--- src/rtl/idex_stage_reg.sv ---
// ID/EX pipeline register with valid bit, stall/flush control, load-use hazard
// detection with automatic single-bubble insertion, and saturating event counters.
module idex_stage_reg #(
  parameter int DATA_W  = 32,
  parameter int REG_AW  = 5,
  parameter int FUNCT_W = 10,
  parameter int ALUOP_W = 2,
  parameter int COUNT_W = 16
) (
  input  logic                     clk_i,
  input  logic                     rst_i,
  input  logic                     stall_i,
  input  logic                     flush_i,
  input  logic                     valid_i,
  input  logic                     use_rs1_i,
  input  logic                     use_rs2_i,
  input  logic [ALUOP_W-1:0]       ALUOp_i,
  input  logic                     ALUSrc_i,
  input  logic                     RegWrite_i,
  input  logic                     MemtoReg_i,
  input  logic                     MemRead_i,
  input  logic                     MemWrite_i,
  input  logic signed [DATA_W-1:0] data1_i,
  input  logic signed [DATA_W-1:0] data2_i,
  input  logic signed [DATA_W-1:0] imm_i,
  input  logic [FUNCT_W-1:0]       funct_i,
  input  logic [REG_AW-1:0]        RS1addr_i,
  input  logic [REG_AW-1:0]        RS2addr_i,
  input  logic [REG_AW-1:0]        RDaddr_i,
  output logic [ALUOP_W-1:0]       ALUOp_o,
  output logic                     ALUSrc_o,
  output logic                     RegWrite_o,
  output logic                     MemtoReg_o,
  output logic                     MemRead_o,
  output logic                     MemWrite_o,
  output logic signed [DATA_W-1:0] data1_o,
  output logic signed [DATA_W-1:0] data2_o,
  output logic signed [DATA_W-1:0] imm_o,
  output logic [FUNCT_W-1:0]       funct_o,
  output logic [REG_AW-1:0]        RS1addr_o,
  output logic [REG_AW-1:0]        RS2addr_o,
  output logic [REG_AW-1:0]        RDaddr_o,
  output logic                     valid_o,
  output logic                     hazard_o,
  output logic [COUNT_W-1:0]       stall_cnt_o,
  output logic [COUNT_W-1:0]       bubble_cnt_o
);

  typedef struct packed {
    logic                 valid;
    logic [ALUOP_W-1:0]   alu_op;
    logic                 alu_src;
    logic                 reg_write;
    logic                 mem_to_reg;
    logic                 mem_read;
    logic                 mem_write;
    logic [DATA_W-1:0]    data1;
    logic [DATA_W-1:0]    data2;
    logic [DATA_W-1:0]    imm;
    logic [FUNCT_W-1:0]   funct;
    logic [REG_AW-1:0]    rs1;
    logic [REG_AW-1:0]    rs2;
    logic [REG_AW-1:0]    rd;
  } fields_t;

  fields_t              in_f;
  fields_t              q;
  logic                 raw_hz;
  logic [COUNT_W-1:0]   stall_cnt;
  logic [COUNT_W-1:0]   bubble_cnt;

  assign in_f = {valid_i, ALUOp_i, ALUSrc_i, RegWrite_i, MemtoReg_i, MemRead_i,
                 MemWrite_i, data1_i, data2_i, imm_i, funct_i,
                 RS1addr_i, RS2addr_i, RDaddr_i};

  // A load in EX whose destination is read by the instruction in decode; x0 never conflicts.
  assign raw_hz = q.valid & q.mem_read & (q.rd != '0) & valid_i &
                  ((use_rs1_i & (RS1addr_i == q.rd)) | (use_rs2_i & (RS2addr_i == q.rd)));
  assign hazard_o = raw_hz & ~flush_i;

  // Priority: reset > flush > stall > load-use bubble > normal load.
  always_ff @(posedge clk_i) begin
    // NOTE: sequential state uses non-blocking assignments so every register
    // samples pre-edge values regardless of statement order.
    if (rst_i) begin
      q          <= '0;
      stall_cnt  <= '0;
      bubble_cnt <= '0;
    end else if (flush_i) begin
      q <= '0;
    end else if (stall_i) begin
      if (stall_cnt != '1) stall_cnt <= stall_cnt + COUNT_W'(1);
    end else if (raw_hz) begin
      q <= '0;
      if (bubble_cnt != '1) bubble_cnt <= bubble_cnt + COUNT_W'(1);
    end else begin
      q <= in_f;
    end
  end

  assign valid_o      = q.valid;
  assign ALUOp_o      = q.alu_op;
  assign ALUSrc_o     = q.alu_src;
  assign RegWrite_o   = q.reg_write;
  assign MemtoReg_o   = q.mem_to_reg;
  assign MemRead_o    = q.mem_read;
  assign MemWrite_o   = q.mem_write;
  assign data1_o      = q.data1;
  assign data2_o      = q.data2;
  assign imm_o        = q.imm;
  assign funct_o      = q.funct;
  assign RS1addr_o    = q.rs1;
  assign RS2addr_o    = q.rs2;
  assign RDaddr_o     = q.rd;
  assign stall_cnt_o  = stall_cnt;
  assign bubble_cnt_o = bubble_cnt;

endmodule

--- config.mk ---
export PLATFORM = sky130hd
export DESIGN_NAME = idex_stage_reg
export DESIGN_NICKNAME = d
export VERILOG_FILES = /design/src/rtl/idex_stage_reg.sv
export SDC_FILE = /design/constraint.sdc
export NUM_CORES = 1
export LEC_CHECK = 0
export ABC_AREA = 1
export CORE_MARGIN = 4
export CORE_UTILIZATION = 40
export CTS_CLUSTER_DIAMETER = 30
export CTS_CLUSTER_SIZE = 10
export DETAILED_ROUTE_END_ITERATION = 8
export DONT_BUFFER_PORTS = 1
export GPL_TIMING_DRIVEN = 1
export MAX_ROUTING_LAYER = met4
export PLACE_DENSITY = 0.6
export SLEW_MARGIN = 20
export SYNTH_ARGS = -nofsm -noshare
export SYNTH_HDL_FRONTEND = slang
export SYNTH_SLANG_ARGS = --single-unit
--- constraint.sdc ---
create_clock -name clk_i -period 2.7 [get_ports clk_i]
set_clock_uncertainty 0.15 [all_clocks]
set_input_delay 0.675 -clock clk_i [delete_from_list [all_inputs] [get_ports clk_i]]
set_output_delay 0.675 -clock clk_i [all_outputs]
set_load 0.01 [all_outputs]
[After elaboration in Yosys (flattened, before gate mapping)]
Cells that the tools add are included.
Word-level totals
  ROM bits: 0
  bits in latches: 0
  flip-flop bits (word level): 161
  bits of input ports: 135
  RAM bits: 0
  logic and storage cells: 37
  memories kept: 0
Operators by class
  multiplexer cells: 1
  divide/modulo/power cells: 0
  $lt $le $gt $ge: 0
  shift operators: 0
  bitwise logic cells: 10
  $mul: 0
  reduce and logical (&&, ||, !) cells: 4
  equal/unequal tests: 4
  add/sub/neg operators: 2
Operators with widths (count)
  $mux 129: 1
  $add 16x1->16 const B: 2
  $ne 16x16->1 const B: 2
  $eq 5x5->1: 2
  $and 1x1->1: 7
  $reduce_bool 5->1: 1
  $reduce_and 4->1: 1
  $reduce_and 3->1: 1
  $not 1->1: 2
  $reduce_or 2->1: 1
  $or 1x1->1: 1

[Longest topological paths before layout]
  depth after elaboration: 5
  mapped depth: 12
  gate-level depth less buffers: 12

[Least setup slack after synthesis]
No wires, ideal clock.
  path kind: input to output
  start: input RS1addr_i[3]
  end: output hazard_o
  path slack: 0.482 ns
  buffers on the path: 1
  arrival time: 1.393 ns
  stages: 9
  cell sequence: inv_1 nand2_1 nand2_1 nor2_1 nand3_1 nand2_2 nand2_4 nor2_8 buf_8
On the way
  cells in the longest elaborated chain, start to end: 5
RTL lines
  from (decl): line 27  | input logic [REG_AW-1:0] RS1addr_i,
  $eq 5x5->1: line 78  | ((use_rs1_i & (RS1addr_i == q.rd)) | (use_rs2_i & (RS2addr_i == q.rd)));
  $and 1x1->1: line 78
  $or 1x1->1: line 78
  $and 1x1->1: line 77  | assign raw_hz = q.valid & q.mem_read & (q.rd != '0) & valid_i &
  $and 1x1->1: line 79  | assign hazard_o = raw_hz & ~flush_i;
  to (decl): line 44  | output logic hazard_o,
Every way passes these cells.

[Worst setup path after layout]
  start: register q (netlist bit RDaddr_o[3])
  end: output hazard_o
On the way
  cells in the longest elaborated chain, start to end: 5
  elaborated cells on any way between the ends: 10
  those cells by class: 2 x eq/ne; 7 x bitwise; 1 x reduce/logical
RTL lines
  from (decl): line 67  | fields_t q;
  from (signal assigned): line 97  | q <= in_f;
  $eq 5x5->1 or $reduce_bool 5->1 (tied branches): line 78, 77
  $and 1x1->1 (on tied branches): line 78, 77
  $or 1x1->1 or $and 1x1->1 (tied branches): line 78, 77
  $and 1x1->1 *: line 77
  $and 1x1->1 *: line 79
Mark *: on every way between the ends. The rest lies on a longest branch, timed or not.

==> metrics.md <==
| Metric | Value |
|---|---|
| Crit Path Max Fanout | 5 |
| Slowest-stage cell, CP | dfxtp_1 |
| Cell family with the largest share of critical-path delay | simple AND/OR/NAND/NOR gates |
| Adder-cell share of the synthesized area | 0.00376 |
| Nets | 1,004 |
| Power Dens Cells | about 700 nW/um^2 |
| H-tree depth | 4 |
| N_diodes | 0 |
| Die height | 137 um |
| Netlist cell types | 29 |
| Max_slew headroom | 0.317 |
| Switching power | 0.00131 W |
| R2r startpoint | RDaddr_o[0] |
| RSZ-0062 raised after global routing | false |
| Vias/cell | between 5 and 6 |
| Final Hold Viols | 0 |
| Min Tclk post-route | ~2.5 ns |
| Most area-consuming cells after synthesis | dfxtp_1 48%, nand2_1 13%, a21oi_1 11% |
| Crit. End Element | output pin |
| Final ANT Viol Nets | 0 |
| Worst-path clk slew | 0.06 ns |
| Synth Area in Simple Gates | 0.217 |
| IO Port Bufs | 0 |
| Final WS setup | between 0.15 and 0.2 ns |
| Synth Area per Inst | 7.37 um^2 |
| Pin count of the biggest net entering global routing | between 200 and 300 |
| Power Total | 0.00504 W |
| Register bit total from synthesis | about 160 |
| EDFF count, synth | 0 |
| Most common cell in the netlist | nand2_1 |
| Core Region | roughly 16,000 um^2 |
| First DRT Iteration DRCs | between 400 and 500 |
| Min-Delay Path Class | primary input to flop |
| Pins over their slew limit | 0 |
| Initial antenna violation count | 0 |
| Maximum vdd drop | approximately 0.00040 V |
| Initial Util | 0.413 |
| Synth area leader | dfxtp_1 |
| Grt ovf | 0 |
| Post-synthesis xor/xnor area fraction | 0.00790 |
| Setup TNS | 0 ns |
| Netlist Area Pre-Place | approximately 6700 um^2 |
| CTS Buf Count | 17 |
| Sequence of cells on the critical path | inv_1 > nand2_1 > nand2_1 > nor2_1 > nand3_1 > nand2_2 > nand2_4 > nor2_8 |
| # rows | 46 |
| Ys Warns | 0 |
| DP Worst Slack | roughly 0.5 ns |
| Sw Ratio | 0.259 |
| Worst EP required | roughly 1.9 ns |
| Seq/Total Area, Yosys | 0.485 |
| Post-CTS sizing | 0 |
| Clk_lat worst skew | about 0.42 ns |
| Max clock buf depth | 2 |
| Critical setup path kind | flop to output pin |
| Area delta synth->final | 8.45% |
| Synth Flop Type | dfxtp_1 |
| Total routed wirelength | roughly 18,000 um |
| Leakage power total | 3.03 nW |
| Commonest cells post-synth | 228 x nand2_1, 161 x dfxtp_1, 148 x a21oi_1 |
| Final HPWL DP | ~13,000 um |
| Post-CTS setup buffers | 0 |
| Largest family of logic cells by synthesized area | simple AND/OR/NAND/NOR gates |
| DRC viols | 0 |
| Fin crit share | 0.927 |
| Mux contribution to synthesized area | 0 |
| Clock share of power | 0.440 |
| Max Freq | around 400 MHz |
| Cells after DPL | 1,064 |
| Routed wire per std cell | 16.6 um |
| Total global-route track usage | 0.194 |
| Hold buffer count at cts | 0 |
| Share of the core filled with cells | 0.448 |
| Synth Area in Compound Gates | 0.214 |
| RePlAce Congestion | approximately 0.90 |
| Routed via count | around 5,700 |
| Int Power | between 0.003 and 0.004 W |
| Vias in the first global route | between 5,000 and 6,000 |
| Finished Layout Cells | between 1,000 and 1,500 |
| Reg power frac | 0.509 |
| Post-synthesis async set-or-reset flop share | 0 |
| Reg-to-reg slack, setup | between 0.5 and 0.6 ns |
| Die Area | ~19,000 um^2 |
| Worst path depth | 8 |
| Boundary Pins | just under 300 |
| Crit path DAT | ~1.7 ns |
| Max Cap Viol | 0 |
| Top-area cell type share of the netlist area | 0.485 |
| Die X | about 140 um |
| Actual slew at the worst max-slew pin | between 1 and 1.5 ns |
| Post-Synthesis Cells | between 900 and 1,000 |
| Status | finished, final reports clean |
| Final setup viols | 0 |
| Crit path buf inv count | 1 |
| First-pass GRT wire length | 28,000 um |
| Critical path startpoint category | flop |
| CP peak stage delay | between 0.4 and 0.5 ns |
| Worst Setup SP | RDaddr_o[3] |
| Share of layout cells above drive strength 1 | 0.0614 |
| CTS Sinks | 161 |
| FF-to-FF path depth | 9 |
| Syn nets | ~1,000 |
| Root Driver | clkbuf_16 |
| CP dominant cell by count | nand2_1 |
| RR Endpoint | data2_o[24] |
| Detailed Routing Iterations Pass 1 | 5 |
| Combinational share of power | 0.051 |
| CTS tree | done |
| Critical Path End | hazard_o |
-- power groups by stage --
stage	Clock (W)	Sequential, W	Combinational [W]
after floorplan	0	0.00259	0.000219
after global placement	0	0.00263	0.000251
after detailed placement	0	0.00262	0.000258
after CTS	0.00227	0.00257	0.000258
after global routing	0.00239	0.00258	0.000301
final	0.00222	0.00257	0.000256
-- layout by cell type (no fill, tap or decap), types with 3 or more instances in the layout --
cell,n
buf_4,6
nand3_1,27
nor2_1,60
o21ai_0,133
clkinv_4,4
xor2_1,4
clkbuf_16,17
nand2_1,228
inv_1,35
nand4_1,6
clkinv_2,4
nor3_1,13
inv_6,3
nor2_2,5
dfxtp_1,161
a21oi_1,148
-- cell families (layout without fill, tap and decap cells) --
logic type / count (synthesis) / in the layout
and+or+nand+nor: 350 / 350
buffers and inverters: 100 / 77
DFF: 161 / 161
xor gates and xnor gates: 6 / 6
AOI/OAI and AO/OA: 283 / 283
adders and majority gates: 2 / 2
-- metal layers --
layer | track usage | up-vias | part of all wire
li1 | - | 2913 | -
met4 | 0.0787 | 0 | 0.022
met3 | 0.0754 | 26 | 0.093
met2 | 0.298 | 213 | 0.49
met1 | 0.229 | 2534 | 0.40
met5 | - | - | 0
-- worst min-delay path by stage --
stage | from | end | slack (ns) | cells past startpoint
2_1_floorplan | stall_cnt_o[13] | stall_cnt_o[13] | 0.36 | 2
3_3_place_gp | stall_cnt_o[13] | stall_cnt_o[13] | 0.39 | 2
3_5_place_dp | stall_cnt_o[13] | stall_cnt_o[13] | 0.39 | 2
4_1_cts | rst_i | stall_cnt_o[7] | 0.15 | 1
5_1_grt | rst_i | stall_cnt_o[8] | 0.14 | 1
6_report | rst_i | stall_cnt_o[7] | 0.17 | 1
-- registers in the layout, summed over array words and instances, names as in the netlist, 2 cells and up --
name and flops:
RDaddr_o 5, data2_o 32, funct_o 10, RS1addr_o 5, RS2addr_o 5, ALUOp_o 2, bubble_cnt_o 16, imm_o 32
stall_cnt_o 16, data1_o 32
-- metrics by stage --
step | area [um^2] | hold WS [ns]
floorplan | 6650 | 0.361
global placement | 6680 | 0.387
detailed placement | 6680 | 0.394
CTS | 7210 | 0.149
global route | 7210 | 0.142
finish | 7210 | 0.175
-- final cells by class --
class	instances	area [um^2]
clock buffer	17	425
clock inverter	14	110
tap	216	270
multi-input combinational	641	2950
timing repair buffer	8	85.1
inverter	38	150
fill	1667	8900
sequential	161	3220
(Power assumes the default switching activity.)
